File: src/rtl/stopwatch_pkg.sv
// Shared constants, width helper and lap record for the stopwatch counter chain.
package stopwatch_pkg;

  localparam int unsigned SubMaxDef   = 100;
  localparam int unsigned SecMaxDef   = 60;
  localparam int unsigned MinMaxDef   = 60;
  localparam int unsigned HrMaxDef    = 24;
  localparam int unsigned LapDepthDef = 4;

  // Lap record fields are wide enough for any modulus up to 256.
  localparam int unsigned LapFieldW = 8;

  function automatic int unsigned sw_width(input int unsigned max);
    return (max <= 2) ? 1 : $clog2(max);
  endfunction

  typedef struct packed {
    logic [LapFieldW-1:0] sub;
    logic [LapFieldW-1:0] sec;
    logic [LapFieldW-1:0] min;
    logic [LapFieldW-1:0] hr;
  } lap_rec_t;

endpackage

File: src/rtl/stopwatch_digit.sv
// One mod-MAX up/down digit; co flags a carry (up) or borrow (down) into the next digit.
module stopwatch_digit import stopwatch_pkg::*; #(
  parameter int unsigned MAX = 10,
  localparam int unsigned W = sw_width(MAX)
) (
  input  logic         clk,
  input  logic         rst,
  input  logic         clr,
  input  logic         load,
  input  logic [W-1:0] ld_val,
  input  logic         en,
  input  logic         dir,
  output logic [W-1:0] q,
  output logic         co
);

  localparam logic [W-1:0] Top = W'(MAX - 1);

  logic [W-1:0] q_d, q_q;

  always_comb begin
    q_d = q_q;
    if (clr) begin
      q_d = '0;
    end else if (load) begin
      q_d = (32'(ld_val) >= MAX) ? Top : ld_val;
    end else if (en) begin
      if (dir) q_d = (q_q == '0) ? Top : q_q - W'(1);
      else     q_d = (q_q == Top) ? '0 : q_q + W'(1);
    end
  end

  assign co = en & (dir ? (q_q == '0) : (q_q == Top));
  assign q  = q_q;

  always_ff @(posedge clk) begin
    if (rst) q_q <= '0;
    else     q_q <= q_d;
  end

endmodule

File: src/rtl/stopwatch_lap_cnt.sv
// Stopwatch counter chain with run/stop, countdown mode, preset load and a lap-capture FIFO.
module stopwatch_lap_cnt import stopwatch_pkg::*; #(
  parameter int unsigned SUB_MAX   = SubMaxDef,
  parameter int unsigned SEC_MAX   = SecMaxDef,
  parameter int unsigned MIN_MAX   = MinMaxDef,
  parameter int unsigned HR_MAX    = HrMaxDef,
  parameter int unsigned LAP_DEPTH = LapDepthDef
) (
  input  logic                         clk,
  input  logic                         rst,
  input  logic                         clr,
  input  logic                         plsi,
  input  logic                         run,
  input  logic                         mode,
  input  logic                         load,
  input  logic [sw_width(SUB_MAX)-1:0] ld_sub,
  input  logic [sw_width(SEC_MAX)-1:0] ld_sec,
  input  logic [sw_width(MIN_MAX)-1:0] ld_min,
  input  logic [sw_width(HR_MAX)-1:0]  ld_hr,
  input  logic                         lap,
  input  logic                         lap_rd,
  output logic [sw_width(SUB_MAX)-1:0] usec,
  output logic [sw_width(SEC_MAX)-1:0] sec,
  output logic [sw_width(MIN_MAX)-1:0] min,
  output logic [sw_width(HR_MAX)-1:0]  hr,
  output logic [sw_width(SUB_MAX)-1:0] lap_sub,
  output logic [sw_width(SEC_MAX)-1:0] lap_sec,
  output logic [sw_width(MIN_MAX)-1:0] lap_min,
  output logic [sw_width(HR_MAX)-1:0]  lap_hr,
  output logic                         lap_empty,
  output logic                         lap_full,
  output logic                         lap_ovf,
  output logic                         done,
  output logic                         ovf
);

  localparam int unsigned SubW = sw_width(SUB_MAX);
  localparam int unsigned SecW = sw_width(SEC_MAX);
  localparam int unsigned MinW = sw_width(MIN_MAX);
  localparam int unsigned HrW  = sw_width(HR_MAX);
  localparam int unsigned AW   = $clog2(LAP_DEPTH);
  localparam int unsigned PW   = AW + 1;

  logic plsi_dly_q, clr_dly_q, lap_dly_q;
  logic tick, clr_e, lap_e;

  assign tick  = plsi_dly_q & ~plsi;
  assign clr_e = clr & ~clr_dly_q;
  assign lap_e = lap & ~lap_dly_q;

  logic [SubW-1:0] sub_q;
  logic [SecW-1:0] sec_q;
  logic [MinW-1:0] min_q;
  logic [HrW-1:0]  hr_q;
  logic            sub_co, sec_co, min_co, hr_co;
  logic            all_zero, is_one, cnt_en, dig_en;
  logic            done_d, done_q, ovf_d, ovf_q, lap_ovf_d, lap_ovf_q;

  always_comb begin
    all_zero = (sub_q == '0) && (sec_q == '0) && (min_q == '0) && (hr_q == '0);
    is_one   = (sub_q == SubW'(1)) && (sec_q == '0) && (min_q == '0) && (hr_q == '0);
    cnt_en   = tick & run & ~(mode & done_q);
    // A countdown sitting at zero must not borrow around to the maximum.
    dig_en   = cnt_en & ~(mode & all_zero);
  end

  stopwatch_digit #(.MAX(SUB_MAX)) u_sub (
    .clk(clk), .rst(rst), .clr(clr_e), .load(load), .ld_val(ld_sub),
    .en(dig_en), .dir(mode), .q(sub_q), .co(sub_co)
  );
  stopwatch_digit #(.MAX(SEC_MAX)) u_sec (
    .clk(clk), .rst(rst), .clr(clr_e), .load(load), .ld_val(ld_sec),
    .en(sub_co), .dir(mode), .q(sec_q), .co(sec_co)
  );
  stopwatch_digit #(.MAX(MIN_MAX)) u_min (
    .clk(clk), .rst(rst), .clr(clr_e), .load(load), .ld_val(ld_min),
    .en(sec_co), .dir(mode), .q(min_q), .co(min_co)
  );
  stopwatch_digit #(.MAX(HR_MAX)) u_hr (
    .clk(clk), .rst(rst), .clr(clr_e), .load(load), .ld_val(ld_hr),
    .en(min_co), .dir(mode), .q(hr_q), .co(hr_co)
  );

  logic [PW-1:0] wptr_d, wptr_q, rptr_d, rptr_q;
  logic          fifo_empty, fifo_full, push, pop, drop;
  lap_rec_t      mem_q [LAP_DEPTH];
  lap_rec_t      cur_rec, head_rec;
  logic          unused_head;

  always_comb begin
    fifo_empty = (wptr_q == rptr_q);
    fifo_full  = (wptr_q[AW] != rptr_q[AW]) && (wptr_q[AW-1:0] == rptr_q[AW-1:0]);
    pop        = lap_rd & ~fifo_empty & ~clr_e;
    push       = lap_e & ~clr_e & (~fifo_full | pop);
    drop       = lap_e & ~clr_e & fifo_full & ~pop;
    wptr_d     = clr_e ? '0 : wptr_q + PW'(push);
    rptr_d     = clr_e ? '0 : rptr_q + PW'(pop);
  end

  // Capture uses the registered time, i.e. the value before this cycle's tick.
  always_comb begin
    cur_rec                = '0;
    cur_rec.sub[SubW-1:0]  = sub_q;
    cur_rec.sec[SecW-1:0]  = sec_q;
    cur_rec.min[MinW-1:0]  = min_q;
    cur_rec.hr[HrW-1:0]    = hr_q;
  end

  assign head_rec    = mem_q[rptr_q[AW-1:0]];
  assign unused_head = ^head_rec;

  always_comb begin
    done_d    = done_q;
    ovf_d     = 1'b0;
    lap_ovf_d = lap_ovf_q;
    if (clr_e) begin
      done_d    = 1'b0;
      lap_ovf_d = 1'b0;
    end else begin
      if (load) done_d = 1'b0;
      else if (cnt_en && mode && (all_zero || is_one)) done_d = 1'b1;
      if (!load && !mode && hr_co) ovf_d = 1'b1;
      if (drop) lap_ovf_d = 1'b1;
    end
  end

  always_ff @(posedge clk) begin
    if (rst) begin
      plsi_dly_q <= 1'b0;
      clr_dly_q  <= 1'b0;
      lap_dly_q  <= 1'b0;
      wptr_q     <= '0;
      rptr_q     <= '0;
      done_q     <= 1'b0;
      ovf_q      <= 1'b0;
      lap_ovf_q  <= 1'b0;
    end else begin
      plsi_dly_q <= plsi;
      clr_dly_q  <= clr;
      lap_dly_q  <= lap;
      wptr_q     <= wptr_d;
      rptr_q     <= rptr_d;
      done_q     <= done_d;
      ovf_q      <= ovf_d;
      lap_ovf_q  <= lap_ovf_d;
    end
  end

  always_ff @(posedge clk) begin
    if (push) mem_q[wptr_q[AW-1:0]] <= cur_rec;
  end

  assign usec      = sub_q;
  assign sec       = sec_q;
  assign min       = min_q;
  assign hr        = hr_q;
  assign lap_sub   = fifo_empty ? '0 : head_rec.sub[SubW-1:0];
  assign lap_sec   = fifo_empty ? '0 : head_rec.sec[SecW-1:0];
  assign lap_min   = fifo_empty ? '0 : head_rec.min[MinW-1:0];
  assign lap_hr    = fifo_empty ? '0 : head_rec.hr[HrW-1:0];
  assign lap_empty = fifo_empty;
  assign lap_full  = fifo_full;
  assign lap_ovf   = lap_ovf_q;
  assign done      = done_q;
  assign ovf       = ovf_q;

endmodule

File: config.mk
export PLATFORM = sky130hd
export DESIGN_NAME = stopwatch_lap_cnt
export DESIGN_NICKNAME = d
export VERILOG_FILES = /design/src/rtl/stopwatch_pkg.sv /design/src/rtl/stopwatch_digit.sv /design/src/rtl/stopwatch_lap_cnt.sv
export SDC_FILE = /design/constraint.sdc
export NUM_CORES = 1
export LEC_CHECK = 0
export CAP_MARGIN = 20
export CORE_UTILIZATION = 53
export DETAILED_ROUTE_END_ITERATION = 10
export DONT_BUFFER_PORTS = 1
export GPL_ROUTABILITY_DRIVEN = 0
export PLACE_DENSITY = 0.78
export SETUP_SLACK_MARGIN = 0.5
export SLEW_MARGIN = 20
export SYNTH_ARGS = -nofsm -noshare
export SYNTH_HDL_FRONTEND = slang
export SYNTH_HIERARCHICAL = 1
export SYNTH_SLANG_ARGS = --single-unit
File: constraint.sdc
create_clock -name clk -period 9.7 [get_ports clk]
set_input_delay 2.425 -clock clk [delete_from_list [all_inputs] [get_ports clk]]
set_output_delay 2.425 -clock clk [all_outputs]
set_load 0.005 [all_outputs]
# After elaboration in Yosys (flattened, before gate mapping)
# Memory sizes are Yosys's and may differ from the RTL's. A register that Yosys moved wholly into a read port is not among the register bits.
# Cells that the tools add are included.
# totals
regBits	36
mem_count	1
ram_bits	96
elab_cells	123
out_inout_bits	53
# op_classes
magnitude_cmp	4
n_reduce_logical	24
n_eq_ne	8
muxes	36
n_bitwise	28
addsub	10
# mem_list
name	words	word_bits	read_ports	rd_clocked_by_memory_dff	wr	line	rtl
mem_q	4	24	1	1	1	stopwatch_lap_cnt.sv:86	lap_rec_t mem_q [LAP_DEPTH];
# op_table
cell	n
2-to-1 mux 6 bit	14
2-to-1 mux 7 bit	7
2-to-1 mux 5 bit	7
AND 1 bit	18
adder 6 x 1 -> 6 bit, second input constant	2
equality test 6 bit, second input constant	2
>= comparator 6 bit, second input constant	2
logical NOT 6 bit	2
subtractor 6 x 1 -> 6 bit, second input constant	2
logical AND 1 bit	11
inverter 1 bit	9
nonzero test 2 bit	4
adder 7 x 1 -> 7 bit, second input constant	1
equality test 7 x 1 -> 1 bit, second input constant	1
equality test 7 bit, second input constant	1
>= comparator 7 bit, second input constant	1
logical NOT 7 bit	1
2-to-1 mux 1 bit	7
subtractor 7 x 1 -> 7 bit, second input constant	1
adder 3 x 1 -> 3 bit	2
adder 5 x 1 -> 5 bit, second input constant	1
equality test 5 bit, second input constant	1
>= comparator 5 bit, second input constant	1
logical NOT 5 bit	1
10 further kinds	11

# Depth between registers and ports, before layout
# depth
ltp_word	13
depth_mapped	14
depth_no_buf	11

# Hierarchy
# Netlist, hierarchy kept.
# by_module_without_submodules
mod	n_inst	cells_per_inst	seq_area_each_um2	area_per_inst_um2
stopwatch_lap_cnt	1	216	3123.0	4234.1
stopwatch_digit (u_min ...)	2	89	120.1	732.0
stopwatch_digit (u_sub)	1	98	140.1	714.4
stopwatch_digit (u_hr)	1	66	100.1	508.0

# Worst setup path after synthesis
# No wires, ideal clock.
# synth_path
kind	input to register
start	input port clr
end	memory mem_q[0][0] (netlist bit) (enable)
setup_time_ns	0.435
cell_stages	3
path_slack_ns	4.504
t_arrival_ns	4.761
cell_sequence	nor2b_1 -> or3_4 -> nor3_1
# synth_via
elab_chain_len	7
# synth_rtl
element	line	rtl
start, declared	stopwatch_lap_cnt.sv:11	input logic clr,
AND 1 bit *	stopwatch_lap_cnt.sv:48	assign clr_e = clr & ~clr_dly_q;
inverter 1 bit *	stopwatch_lap_cnt.sv:93, stopwatch_lap_cnt.sv:94	
AND 1 bit	stopwatch_lap_cnt.sv:93	pop = lap_rd & ~fifo_empty & ~clr_e;
OR 1 bit	stopwatch_lap_cnt.sv:94	push = lap_e & ~clr_e & (~fifo_full | pop);
AND 1 bit *	stopwatch_lap_cnt.sv:94	
2-to-1 mux 1 bit *	stopwatch_lap_cnt.sv:150	if (push) mem_q[wptr_q[AW-1:0]] <= cur_rec;
2-to-1 mux 1 bit (implied by the code) *	stopwatch_lap_cnt.sv:150	
end, declared	stopwatch_lap_cnt.sv:86	
# Every way passes the cells marked *; elsewhere a longest branch is shown, timed or not.

# Worst setup path in the final report
# layout_path
start	input port mode
end	register u_hr.q_q[0] (netlist: u_hr/q[0])
# layout_via
elab_chain_len	8
# layout_rtl
element	line	rtl
start, declared	stopwatch_lap_cnt.sv:14	input logic mode,
AND 1 bit	stopwatch_lap_cnt.sv:62	cnt_en = tick & run & ~(mode & done_q);
inverter 1 bit	stopwatch_lap_cnt.sv:62	
AND 1 bit	stopwatch_lap_cnt.sv:62	
AND 1 bit *	stopwatch_lap_cnt.sv:64	dig_en = cnt_en & ~(mode & all_zero);
net dig_en	stopwatch_lap_cnt.sv:56	logic all_zero, is_one, cnt_en, dig_en;
AND 1 bit *	stopwatch_digit.sv:33	assign co = en & (dir ? (q_q == '0) : (q_q == Top));
net sub_co	stopwatch_lap_cnt.sv:55	logic sub_co, sec_co, min_co, hr_co;
AND 1 bit *	stopwatch_digit.sv:33	
net sec_co	stopwatch_lap_cnt.sv:55	
AND 1 bit *	stopwatch_digit.sv:33	
net min_co	stopwatch_lap_cnt.sv:55	
nonzero test 2 bit (no line) *	--	
end signal, assigned	stopwatch_digit.sv:38	else q_q <= q_d;
end, declared	stopwatch_digit.sv:19	logic [W-1:0] q_d, q_q;
# Mark *: on every way through the listed nets, which the timed path passes. The rest lies on a longest branch. The select of a mux whose other input is x is not followed.
# A chain may end at the register's enable or synchronous reset.

==> parameters.txt <==
Parameter                              Value

Cells and area
  Final cell area excluding filler cells ... 7545 um^2
  Layout fillers ... 967
  Most used cells in the layout excluding fill and tap cells ... sky130_fd_sc_hd__edfxtp_1, sky130_fd_sc_hd__dfxtp_1, sky130_fd_sc_hd__nor2b_1
  Total number of nets in the final design ... 597
  Total area of multi-input combinational cells ... 3004 um^2
  Storage element area ... 3603 um^2
  Post-synthesis to final-layout area growth ... 9.022%
  Antenna diodes ... 0
  Share of cells above drive strength 1 ... 17.79%
  Most frequent standard cell in the layout excluding fill and tap cells ... sky130_fd_sc_hd__edfxtp_1
  Core Util, Final ... 59.54%
  Final non-filler cell total ... 734

Yosys
  Netlist area before placement ... 6920 um^2
  Synthesized instance count ... 558
  Number of enable flip-flop cells after synthesis ... 96
  Post-synthesis sequential element count ... 132
  Seq/Total Area, Yosys ... 52.07%
  Share of synthesized flip-flops with an asynchronous set or reset ... 0%
  Mean instance size in the synthesized netlist ... 12.40 um^2
  Syn_nets ... 606
  Warnings, synthesis ... 6
  Most common flop cell mapped by yosys ... sky130_fd_sc_hd__edfxtp_1
  Count of distinct cell types in the synthesized netlist ... 77

Status
  Result of the run ... finished, final reports clean

Timing
  Final count of hold timing violations ... 0
  Period utilisation layout ... 54.41%
  RSZ-0062 raised after global routing ... false
  Final-layout setup total negative slack ... 0 ns
  Worst max-slew margin expressed relative to the limit ... 37.50%
  Setup violators final ... 0
  Slew Limit Fails ... 0
  Worst Tran Pin Value ... 0.9361 ns
  Fmax ... 0.1895 GHz
  Worst Skew ... 0.01070 ns
  Tmin final ... 5.278 ns

Critical path
  Arrival time at the worst endpoint ... 5.58 ns
  Crit start category ... input pin
  Worst-case register-to-register setup slack ... 5.57 ns
  Required time reported for the critical path endpoint ... 10.00 ns
  Origin of the critical flop-to-flop path ... u_sec/q[4]
  Worst r2r dst ... u_hr/q[0]
  Class of the most critical setup path ... input pin to register
  Length in cells of the worst reg-to-reg path ... 9
  Worst setup EP type ... register
  Worst-path fanout max ... 65

Route
  Average detailed-routed wire length per instance ... 20.99 um
  Detailed-routing iteration count for the pre-antenna-repair pass ... 5
  Number of vias per cell ... 6.365
  Vias after detailed routing ... 4672
  Number of DRC markers after the initial detailed-route iteration ... 466
  Drc violations ... 0
  Drt total wl ... 15410 um
  Routed Antenna Nets ... 0

Place
  Dpl hpwl ... 9911 um
  Quantity of I/O buffers inserted on ports ... 0
  Total placed instance area ... 6970 um^2
  Number of placed instances with taps included ... 702

Power
  Net switching power of the design ... 338.9 uW
  Maximum ir drop on the vdd rail ... 0.09542 mV
  Comb pwr share ... 7.5%
  Clock power frac ... 44.5%
  Sum of internal, switching and leakage power ... 1344 uW
  Areal power density over the cells ... 178.2 nW/um^2
  Switching portion of total power ... 25.21%
  Total leakage power ... 0.002596 uW
  Design internal power ... 1005 uW
  Share of total power in sequential cells ... 48.1%

Clock network
  Number of hold buffers added after cts ... 0
  Post-CTS setup buffer count ... 0
  Bufs on Longest Clock Path ... 2
  H-tree depth ... 4
  Count of cells resized by post-cts repair ... 0
  Clock transition at the registers of the reported paths ... 0.06 ns
  TritonCTS clock tree ... yes
  Clock net sink count ... 132
  Insertion delay of the later-clocked pin in the worst-skew pair ... 0.41 ns
  Number of buffers added by the clock tree synthesis step ... 17
  Buffer cell driving the clock tree root ... sky130_fd_sc_hd__clkbuf_16

Global route
  Antenna violations before repair ... 0
  Aggregate global routing overflow ... 0
  Number of global-route vias before repair ... 4512
  Pin count of the biggest net entering global routing ... 66
  Gr usage total ... 23.77%
  First-pass GRT wire length ... 23830 um

Floorplanning
  Overall die area ... 13520 um^2
  Width of the die ... 116.3 um
  Number of ports placed on the die boundary ... 86
  Y dimension of the die ... 116.3 um
  Placeable core area ... 12670 um^2
  Initial core utilization ... 54.62%
  # rows ... 41

Min path
  Startpoint of the lowest-slack hold path ... lap_ovf
  Depth of the worst hold-timing path ... 1
  Hold Crit Class ... register to register
  Endpoint of the worst hold-timing path ... lap_ovf

Flow run
  Max-cap viol count ... 0
registers in the layout, indices dropped and copies added, names as in the netlist:
register    count
u_sub/q         7
u_hr/q          5
clr_dly_q       1
done            1
ovf             1
wptr_q          3
rptr_q          3
lap_ovf         1
plsi_dly_q      1
u_min/q         6
lap_dly_q       1
u_sec/q         6
mem_q          96
stage by stage:
step	setup slack [ns]	hold WS [ns]
floorplan	4.504	0.4746
global placement	4.225	0.5201
detailed placement	4.114	0.5465
CTS	4.537	0.5604
global route	4.240	0.5684
finish	4.422	0.5519
cells in the mapped netlist, types with 7 or more instances:
cell type / instances / area [um^2]
sky130_fd_sc_hd__buf_4: 8 / 60.06
sky130_fd_sc_hd__and2_1: 7 / 43.79
sky130_fd_sc_hd__nor4_1: 8 / 50.05
sky130_fd_sc_hd__nor3_1: 11 / 55.05
sky130_fd_sc_hd__nand4_1: 8 / 50.05
sky130_fd_sc_hd__inv_1: 24 / 90.09
sky130_fd_sc_hd__mux4_2: 24 / 540.5
sky130_fd_sc_hd__clkbuf_1: 14 / 52.55
sky130_fd_sc_hd__nand2b_1: 8 / 50.05
sky130_fd_sc_hd__a31oi_1: 10 / 62.56
sky130_fd_sc_hd__nand3_1: 11 / 55.05
sky130_fd_sc_hd__buf_6: 10 / 112.6
sky130_fd_sc_hd__edfxtp_1: 96 / 2883
sky130_fd_sc_hd__nor2b_1: 35 / 219.0
sky130_fd_sc_hd__nor4b_1: 7 / 61.31
sky130_fd_sc_hd__ha_1: 15 / 187.7
sky130_fd_sc_hd__o21ai_0: 23 / 115.1
sky130_fd_sc_hd__nand2_1: 25 / 93.84
sky130_fd_sc_hd__a21oi_1: 16 / 80.08
sky130_fd_sc_hd__dfxtp_1: 36 / 720.7
sky130_fd_sc_hd__nor2_1: 25 / 93.84
cell families after synthesis:
logic type                 share of synthesized area [%]
buffers and inverters                              4.900
adders and majority gates                          2.712
xor gates and xnor gates                           1.266
and+or+nand+nor                                    17.65
muxes                                              8.733
DFF                                                52.07
AOI/OAI and AO/OA                                  12.67
power groups by stage:
stage | Sequential [uW] | Combinational, uW | Clock (uW)
4_1_cts | 646 | 99.9 | 606
5_1_grt | 648 | 110 | 636
2_1_floorplan | 643 | 92.7 | 0
3_3_place_gp | 655 | 96.1 | 0
6_report | 646 | 101 | 598
3_5_place_dp | 657 | 99.0 | 0
worst max path at each step:
stage | start | endpoint | cells past startpoint
finish | mode | u_hr/q[0] | 9
global route | mode | u_hr/q[0] | 9
CTS | run | u_hr/q[0] | 9
detailed placement | run | u_hr/q[0] | 9
global placement | run | u_hr/q[0] | 9
floorplan | clr | mem_q[0][0] | 3
critical path: stages:
cell	delay [ns]
sky130_fd_sc_hd__nor4b_1	0.14
sky130_fd_sc_hd__nand4_1	0.15
sky130_fd_sc_hd__o31a_1	0.39
sky130_fd_sc_hd__and2_1	0.44
sky130_fd_sc_hd__a21boi_1	0.74
sky130_fd_sc_hd__a21boi_1	0.67
sky130_fd_sc_hd__o41a_1	0.29
sky130_fd_sc_hd__mux2i_1	0.07
sky130_fd_sc_hd__o221a_1	0.23
routing by layer:
layer / track usage, % / up-vias / part of all wire [%]
met5: 0 / - / 0
met4: 11.54 / 0 / 2.4
met3: 5.656 / 26 / 7.8
met2: 38.42 / 212 / 50
met1: 30.15 / 2285 / 40
li1: - / 2149 / -
cell type report:
cell class	count	share of cell area, %
Clock buffer	17	5.638
Clock inverter	15	1.891
Inverter	25	1.244
Multi-Input combinational cell	365	39.82
Sequential cell	132	47.76
Tap cell	172	2.852
Timing Repair Buffer	8	0.7960
(Power assumes the default switching activity.)
